## config.mk

```make
export PLATFORM = sky130hd
export DESIGN_NAME = dmux_sched
export DESIGN_NICKNAME = d
export VERILOG_FILES = /design/src/rtl/dmux_sched_pkg.sv /design/src/rtl/dmux_slot.sv /design/src/rtl/dmux_sched.sv
export SDC_FILE = /design/constraint.sdc
export NUM_CORES = 1
export LEC_CHECK = 0
export ABC_AREA = 1
export CORE_MARGIN = 1
export CORE_UTILIZATION = 48
export DETAILED_ROUTE_END_ITERATION = 10
export GPL_TIMING_DRIVEN = 0
export PLACE_DENSITY = 0.83
export SYNTH_ARGS = -nofsm -noshare
export SYNTH_HDL_FRONTEND = slang
export SYNTH_SLANG_ARGS = --single-unit
```

## constraint.sdc

```tcl
create_clock -name clk_i -period 2.2 [get_ports clk_i]
set_input_delay 0.22 -clock clk_i [delete_from_list [all_inputs] [get_ports clk_i]]
set_output_delay 0.22 -clock clk_i [all_outputs]
set_load 0.03 [all_outputs]
```

## src/rtl/dmux_sched_pkg.sv

```systemverilog
// Shared types for the two-way demux scheduler: steering policy, round-robin
// state and the burst counter width helper.
package dmux_sched_pkg;

  // Steering policy, encoded as driven on mode_i.
  typedef enum logic [1:0] {
    MODE_FIX_A = 2'd0,
    MODE_FIX_B = 2'd1,
    MODE_RR    = 2'd2,
    MODE_FREE  = 2'd3
  } mode_e;

  // Round-robin target state; the encoding doubles as the select value.
  typedef enum logic {
    ST_A = 1'b0,
    ST_B = 1'b1
  } rr_state_e;

  // Burst counter width; a one-word burst still needs a one-bit counter.
  function automatic int burst_cnt_w(input int max_burst);
    return (max_burst > 1) ? $clog2(max_burst) : 1;
  endfunction

endpackage

```

## src/rtl/dmux_slot.sv

```systemverilog
// One-entry output register for a single demux lane: holds one word with a
// valid flag, loads on accept and clears on drain. A load that coincides
// with a drain keeps valid high, which is what sustains full throughput.
module dmux_slot
  import dmux_sched_pkg::*;
#(
  parameter int DATA_W = 8
) (
  input  logic              clk_i,
  input  logic              rst_ni,
  input  logic              load_i,
  input  logic [DATA_W-1:0] data_i,
  input  logic              ready_i,
  output logic              valid_o,
  output logic [DATA_W-1:0] data_o,
  output logic              free_o
);

  logic              vld_p1;
  logic [DATA_W-1:0] data_p1;

  // Output register: load wins over drain; data only moves on a load.
  always_ff @(posedge clk_i or negedge rst_ni) begin
    if (!rst_ni) begin
      vld_p1  <= 1'b0;
      data_p1 <= '0;
    end else if (load_i) begin
      vld_p1  <= 1'b1;
      data_p1 <= data_i;
    end else if (ready_i) begin
      vld_p1  <= 1'b0;
    end
  end

  assign valid_o = vld_p1;
  assign data_o  = data_p1;
  // The slot can take a word this cycle if empty or being drained now.
  assign free_o  = !vld_p1 || ready_i;

endmodule

```

## src/rtl/dmux_sched.sv

```systemverilog
// Scheduler for a two-way valid/ready demux. Chooses the target lane from the
// runtime policy (fixed A, fixed B, burst round-robin, first-free), presents
// back-pressure to the producer and drives the two registered output lanes.
module dmux_sched
  import dmux_sched_pkg::*;
#(
  parameter int DATA_W    = 8,
  parameter int MAX_BURST = 4
) (
  input  logic              clk_i,
  input  logic              rst_ni,
  input  logic [1:0]        mode_i,
  input  logic              in_valid_i,
  output logic              in_ready_o,
  input  logic [DATA_W-1:0] in_data_i,
  output logic              a_valid_o,
  input  logic              a_ready_i,
  output logic [DATA_W-1:0] a_data_o,
  output logic              b_valid_o,
  input  logic              b_ready_i,
  output logic [DATA_W-1:0] b_data_o,
  output logic              sel_o
);

  localparam int                CNT_W      = burst_cnt_w(MAX_BURST);
  localparam logic [CNT_W-1:0] BURST_LAST = CNT_W'(MAX_BURST - 1);

  mode_e             mode_cur;
  mode_e             mode_q;
  rr_state_e         state_q;
  rr_state_e         state_d;
  logic [CNT_W-1:0]  burst_q;
  logic [CNT_W-1:0]  burst_d;
  logic              a_free;
  logic              b_free;
  logic              sel;
  logic              accept;
  logic              load_a;
  logic              load_b;

  // The new policy steers immediately; mode_q only detects the change.
  assign mode_cur = mode_e'(mode_i);

  // Target selection; first-free prefers A and parks on A when both are full.
  always_comb begin
    sel = 1'b0;
    unique case (mode_cur)
      MODE_FIX_A: sel = 1'b0;
      MODE_FIX_B: sel = 1'b1;
      MODE_RR:    sel = (state_q == ST_B);
      MODE_FREE:  sel = a_free ? 1'b0 : (b_free ? 1'b1 : 1'b0);
      default:    sel = 1'b0;
    endcase
  end

  // Ready depends only on the chosen slot, never on in_valid_i.
  assign in_ready_o = sel ? b_free : a_free;
  assign sel_o      = sel;
  assign accept     = in_valid_i && in_ready_o;
  assign load_a     = accept && !sel;
  assign load_b     = accept && sel;

  // Round-robin next state: mode change or non-RR mode parks on A with an
  // empty burst; otherwise each accept advances the burst and the last word
  // of a burst hands over to the other lane. A stalled lane is never skipped.
  always_comb begin
    state_d = state_q;
    burst_d = burst_q;
    if (mode_cur != mode_q || mode_cur != MODE_RR) begin
      state_d = ST_A;
      burst_d = '0;
    end else if (accept) begin
      if (burst_q == BURST_LAST) begin
        state_d = (state_q == ST_A) ? ST_B : ST_A;
        burst_d = '0;
      end else begin
        burst_d = burst_q + 1'b1;
      end
    end
  end

  // Control registers: policy history, round-robin state and burst count.
  always_ff @(posedge clk_i or negedge rst_ni) begin
    if (!rst_ni) begin
      mode_q  <= MODE_FIX_A;
      state_q <= ST_A;
      burst_q <= '0;
    end else begin
      mode_q  <= mode_cur;
      state_q <= state_d;
      burst_q <= burst_d;
    end
  end

  dmux_slot #(.DATA_W(DATA_W)) u_slot_a (
    .clk_i   (clk_i),
    .rst_ni  (rst_ni),
    .load_i  (load_a),
    .data_i  (in_data_i),
    .ready_i (a_ready_i),
    .valid_o (a_valid_o),
    .data_o  (a_data_o),
    .free_o  (a_free)
  );

  dmux_slot #(.DATA_W(DATA_W)) u_slot_b (
    .clk_i   (clk_i),
    .rst_ni  (rst_ni),
    .load_i  (load_b),
    .data_i  (in_data_i),
    .ready_i (b_ready_i),
    .valid_o (b_valid_o),
    .data_o  (b_data_o),
    .free_o  (b_free)
  );

endmodule
```

## Word level (Yosys, flattened, before mapping)

Cells that the tools add are included.

| cells by class | value |
|---|---|
| reductions and logical operators | 15 |
| mux-type cells | 15 |
| $add $sub $neg | 1 |
| equality and inequality tests | 6 |

Operator list:

| operator | number |
|---|---|
| $mux 1 | 11 |
| $reduce_bool 2->1 | 4 |
| $eq 2x2->1 const B | 3 |
| $mux 2 | 3 |
| $pmux 1 s4 | 1 |
| $logic_and 1x1->1 | 3 |
| $logic_not 1->1 | 3 |
| $logic_or 1x1->1 | 3 |
| $add 2x1->2 const B | 1 |
| $eq 2x1->1 const B | 1 |
| $logic_not 2->1 | 1 |
| $ne 2x2->1 | 1 |
| $ne 2x2->1 const B | 1 |
| $reduce_and 2->1 | 1 |

| word-level totals | value |
|---|---|
| word-level logic and storage cells | 44 |
| register bits | 23 |
| input bits | 15 |
| output and inout port bits | 20 |

## Logic depth before layout (Yosys ltp)

Gate-level depths: netlist of run 1.

| logic depth | value |
|---|---|
| depth in word-level cells | 9 |
| depth in mapped cells | 10 |
| mapped depth without buffers | 10 |

## Hierarchy

A second synthesis of run 1 with hierarchy kept.

| unflattened totals | value |
|---|---|
| cell total of the unflattened synthesis | 126 |
| area, all modules | 1022.2 um^2 |

By module, submodules not included:

| module | cells an instance | seq. area each (um^2) | times used | area each (um^2) |
|---|---|---|---|---|
| dmux_slot | 38 | 225.2 | 2 | 341.6 |
| dmux_sched | 50 | 125.1 | 1 | 339.1 |

## Least setup slack after synthesis of run 1

No wires, ideal clock.

| path | value |
|---|---|
| path kind | flip-flop to output port |
| start point | register u_slot_a.vld_p1 (netlist: u_slot_a.valid_o) |
| end point | output in_ready_o |
| buffers on the path | 0 |
| required time | 1.980 ns |
| data arrival time | 1.339 ns |
| path slack | 0.641 ns |
| cell stages (with the launch flop) | 7 |
| cell sequence | dfrtp_1 > inv_1 > nor2_4 > nand3_2 > nand3_4 > nand2_2 > and2_1 |

| on the way | value |
|---|---|
| cells in the longest elaborated chain, start to end | 5 |

RTL lines:

| element | RTL line | text |
|---|---|---|
| start, declared | dmux_slot.sv:19 | `logic vld_p1;` |
| start signal, assigned | dmux_slot.sv:25 | `vld_p1 <= 1'b0;` |
| start signal, assigned | dmux_slot.sv:28 | `vld_p1 <= 1'b1;` |
| start signal, assigned | dmux_slot.sv:31 | `vld_p1 <= 1'b0;` |
| $logic_not 1->1 | dmux_slot.sv:38 | `assign free_o = !vld_p1 \|\| ready_i;` |
| $logic_or 1x1->1 | dmux_slot.sv:38 |  |
| $mux 1 | dmux_sched.sv:51 | `MODE_FREE: sel = a_free ? 1'b0 : (b_free ? 1'b1 : 1'b0);` |
| $pmux 1 s4 | dmux_sched.sv:47 | `unique case (mode_cur)` |
| net sel_o | dmux_sched.sv:22 | `output logic sel_o` |
| $mux 1 | dmux_sched.sv:57 | `assign in_ready_o = sel ? b_free : a_free;` |
| end, declared | dmux_sched.sv:14 | `output logic in_ready_o,` |

The timed path passes the listed nets, and every way through them passes these cells.

## Final worst setup path of run 1

| path | value |
|---|---|
| start point | input mode_i[1] |
| end point | output sel_o |

| on the way | value |
|---|---|
| cells in the longest elaborated chain, start to end | 2 |
| elaborated cells on any way between the ends | 5 |
| those cells by class | 3 x eq/ne; 1 x mux; 1 x reduce/logical |

RTL lines:

| element | RTL line | text |
|---|---|---|
| start, declared | dmux_sched.sv:12 | `input logic [1:0] mode_i,` |
| $eq 2x2->1, or another cell as far along | dmux_sched.sv:47 |  |
| $pmux 1 s4 (*) | dmux_sched.sv:47 |  |
| end, declared | dmux_sched.sv:22 |  |

Every way passes the cells marked *; elsewhere a longest branch is shown, timed or not.

==> results of run 1 <==
flip-flops by register name, indices dropped and copies added, names as in the netlist:
register,flops
u_slot_a.data_o,8
state_q,1
u_slot_b.valid_o,1
mode_q,2
u_slot_b.data_o,8
burst_q,2
u_slot_a.valid_o,1
worst max-delay path: stages:
cell and delay, ns:
clkdlybuf4s50_1 0.49, inv_1 0.06, nor2_1 0.17, nand2_2 0.11
nand3_4 0.14, clkdlybuf4s50_1 0.68
worst max-delay path by stage:
stage                           from    endpoint  slack, ns  cells after the start
floorplan           u_slot_a.valid_o  in_ready_o       0.64                      6
global placement           mode_i[1]  in_ready_o       0.06                      7
detailed placement         mode_i[1]  in_ready_o     -0.009                      7
CTS                        mode_i[1]       sel_o       0.10                      6
global route        u_slot_a.valid_o       sel_o       0.05                      5
finish                     mode_i[1]       sel_o       0.11                      6
power breakdown:
part / internal, mW / switching [mW] / leakage [nW]
Combinational: 0.195 / 0.266 / 0.418
Clock: 0.0706 / 0.123 / 0.0150
Sequential: 0.489 / 0.0398 / 0.288
cells in the final DEF, fill, tap and decap left out, types with 2 or more instances in the layout:
master            n
buf_6             2
clkbuf_4          3
clkdlybuf4s50_1  33
dfrtp_1          23
inv_1            15
nand2_1          25
nand2_2           6
nand3_1           3
nand3_2           2
nand3_4           2
nor2_1            4
nor2_4            2
o21ai_2          16
routing by layer:
layer  up-vias  GRT usage
li1        414          -
met1       385      0.261
met2        22      0.315
met3         2     0.0340
met4         0     0.0714
met5         -          0
cell type report:
class / count / area [um^2]
sequential: 23 / 576
fill: 160 / 556
multi-input combinational: 66 / 425
timing repair buffer: 34 / 339
inverter: 17 / 63.8
tap: 27 / 33.8
clock buffer: 4 / 26.3
buffer: 2 / 22.5
logic make-up (layout without fill, tap and decap cells):
family / count (synthesis) / after routing / synth area share
buf+inv: 19 / 57 / 0.0794
compound gates: 18 / 18 / 0.138
fa+ha+maj: 1 / 1 / 0.0115
simple gates: 47 / 47 / 0.242
flops: 23 / 23 / 0.529
what timing repair did:
action	4_1_cts	5_1_grt
resized for setup	1	0
setup endpoints to repair	1	0
hold endpoints to repair	0	0
metrics by stage:
step	TNS [ns]	hold slack, ns	area [um^2]	total power [mW]	instances
6_report	0	0.393	1490	1.18	173
5_1_grt	0	0.388	1490	1.25	173
4_1_cts	0	0.391	1490	1.20	173
3_5_place_dp	-0.00860	0.472	1460	1.00	169
3_3_place_gp	0	0.466	1460	0.994	169
2_1_floorplan	0	-0.0756	1090	0.803	108
==> results.cfg, run 1 <==
[routing]
ant_nets = 0
wire_per_inst_um = 11.7
wirelength_um = 2030
vias = 823
first_pass_iters = 4
highest_layer = met4
via_per_inst = 4.76
met2WireLength_um = 1010
wl_met3_um = 100
drc = 0
wl_met1_um = 907
drt-initial-drc-count = 11

[die]
start_util = 0.532
fp-row-count = 16
die_y_um = 49.6
io_pins = 35
dieArea_um2 = 2460
die_w_um = 49.6
core_area_um2 = 2040

[outcome]
status = finished clean

[place]
pre_cts_slack_ns = -0.00860
dp_hpwl_um = 1540
gp_congestion = 0.741
io_buffer_count = 34

[timing]
finalClockSkew_ns = 0.00479
finalSetupViolations = 0
period_share = 0.949
grt_setup_unrepaired = false
layout_min_cycle_time_ns = 2.09
fmax_mhz = 479
hold_viol = 0
slew_viol_final = 0
worst_slack_ns = 0.113
worst_pin_slew_ns = 0.986
maxSlewHeadroom = 0.341

[synth]
syn_nets = 124
yosys-top-cells-count = nand2_1 (25), dfrtp_1 (23), o21ai_2 (16)
synth-edff-count = 0
synth_seq_cells = 23
async_reset_ff_frac = 1.00
synth-main-ff-cell = dfrtp_1
ys_types = 19
synth_area_leaders = dfrtp_1 (53%), o21ai_2 (13%), nand2_1 (8.6%), inv_1 (5.2%), nand2_2 (3.5%)
yosysMostFrequentCell = nand2_1
yosysSeqAreaShare = 0.529
synth_top_area_frac = 0.529
yosysTopAreaCell = dfrtp_1
yosys_warnings = 0
postSynthAreaPerCell_um2 = 10.1
syn_area_um2 = 1090
synthCells = 108

[hold_path]
min_to = mode_q[1]
whs_path_depth = 1
hp-start = mode_i[1]
worst_hold_path_type = input port to register

[clock_network]
clk_latency_ns = 0.30
postCtsHoldBufs = 0
numCtsBuffers = 3
cts_setup_buffers = 0
path_clk_slew_ns = 0.13
cts.sinks = 23
cts_max_level = 1
root_buffer = clkbuf_4
cts_tree = done
cts.path.max_buffers = 2

[final_layout]
syn2layout_area_growth_pct = 36.7
drive_above_1_share = 0.240
nets = 163
utilization = 0.728
n_antenna_cell = 0

[setup_path]
critPathMaxFanout = 4
rrSetupSlack_ns = 0.82
cp.required_ns = 1.98
reg2reg_depth = 8
startpoint_type = input port
critical_path_class = input port to output pin
r2r_start = u_slot_a.valid_o
cp-end-kind = output pin
worstPathArrival_ns = 1.87
regToRegEndpoint = u_slot_b.data_o[6]

[power_and_ir_drop]
leakage_nw = 0.721
powerDensity_nw_per_um2 = 796
peakVddDrop_mv = 0.674

[global_route]
grt_pass1_vias = 806
antenna_found_initial = 0
grt_pass1_wl_um = 3630
grt_overflow = 0
grtUsageTotal = 0.195
grt_max_degree = 24

[job]
cap_violations = 0
Power figures use the tool's default switching activity.
==> run 2, diff against run 1 <==
- GPL_ROUTABILITY_DRIVEN: not set -> 0
==> results of run 2 <==
Final layout, timing and power as in run 1 (identical DEF).
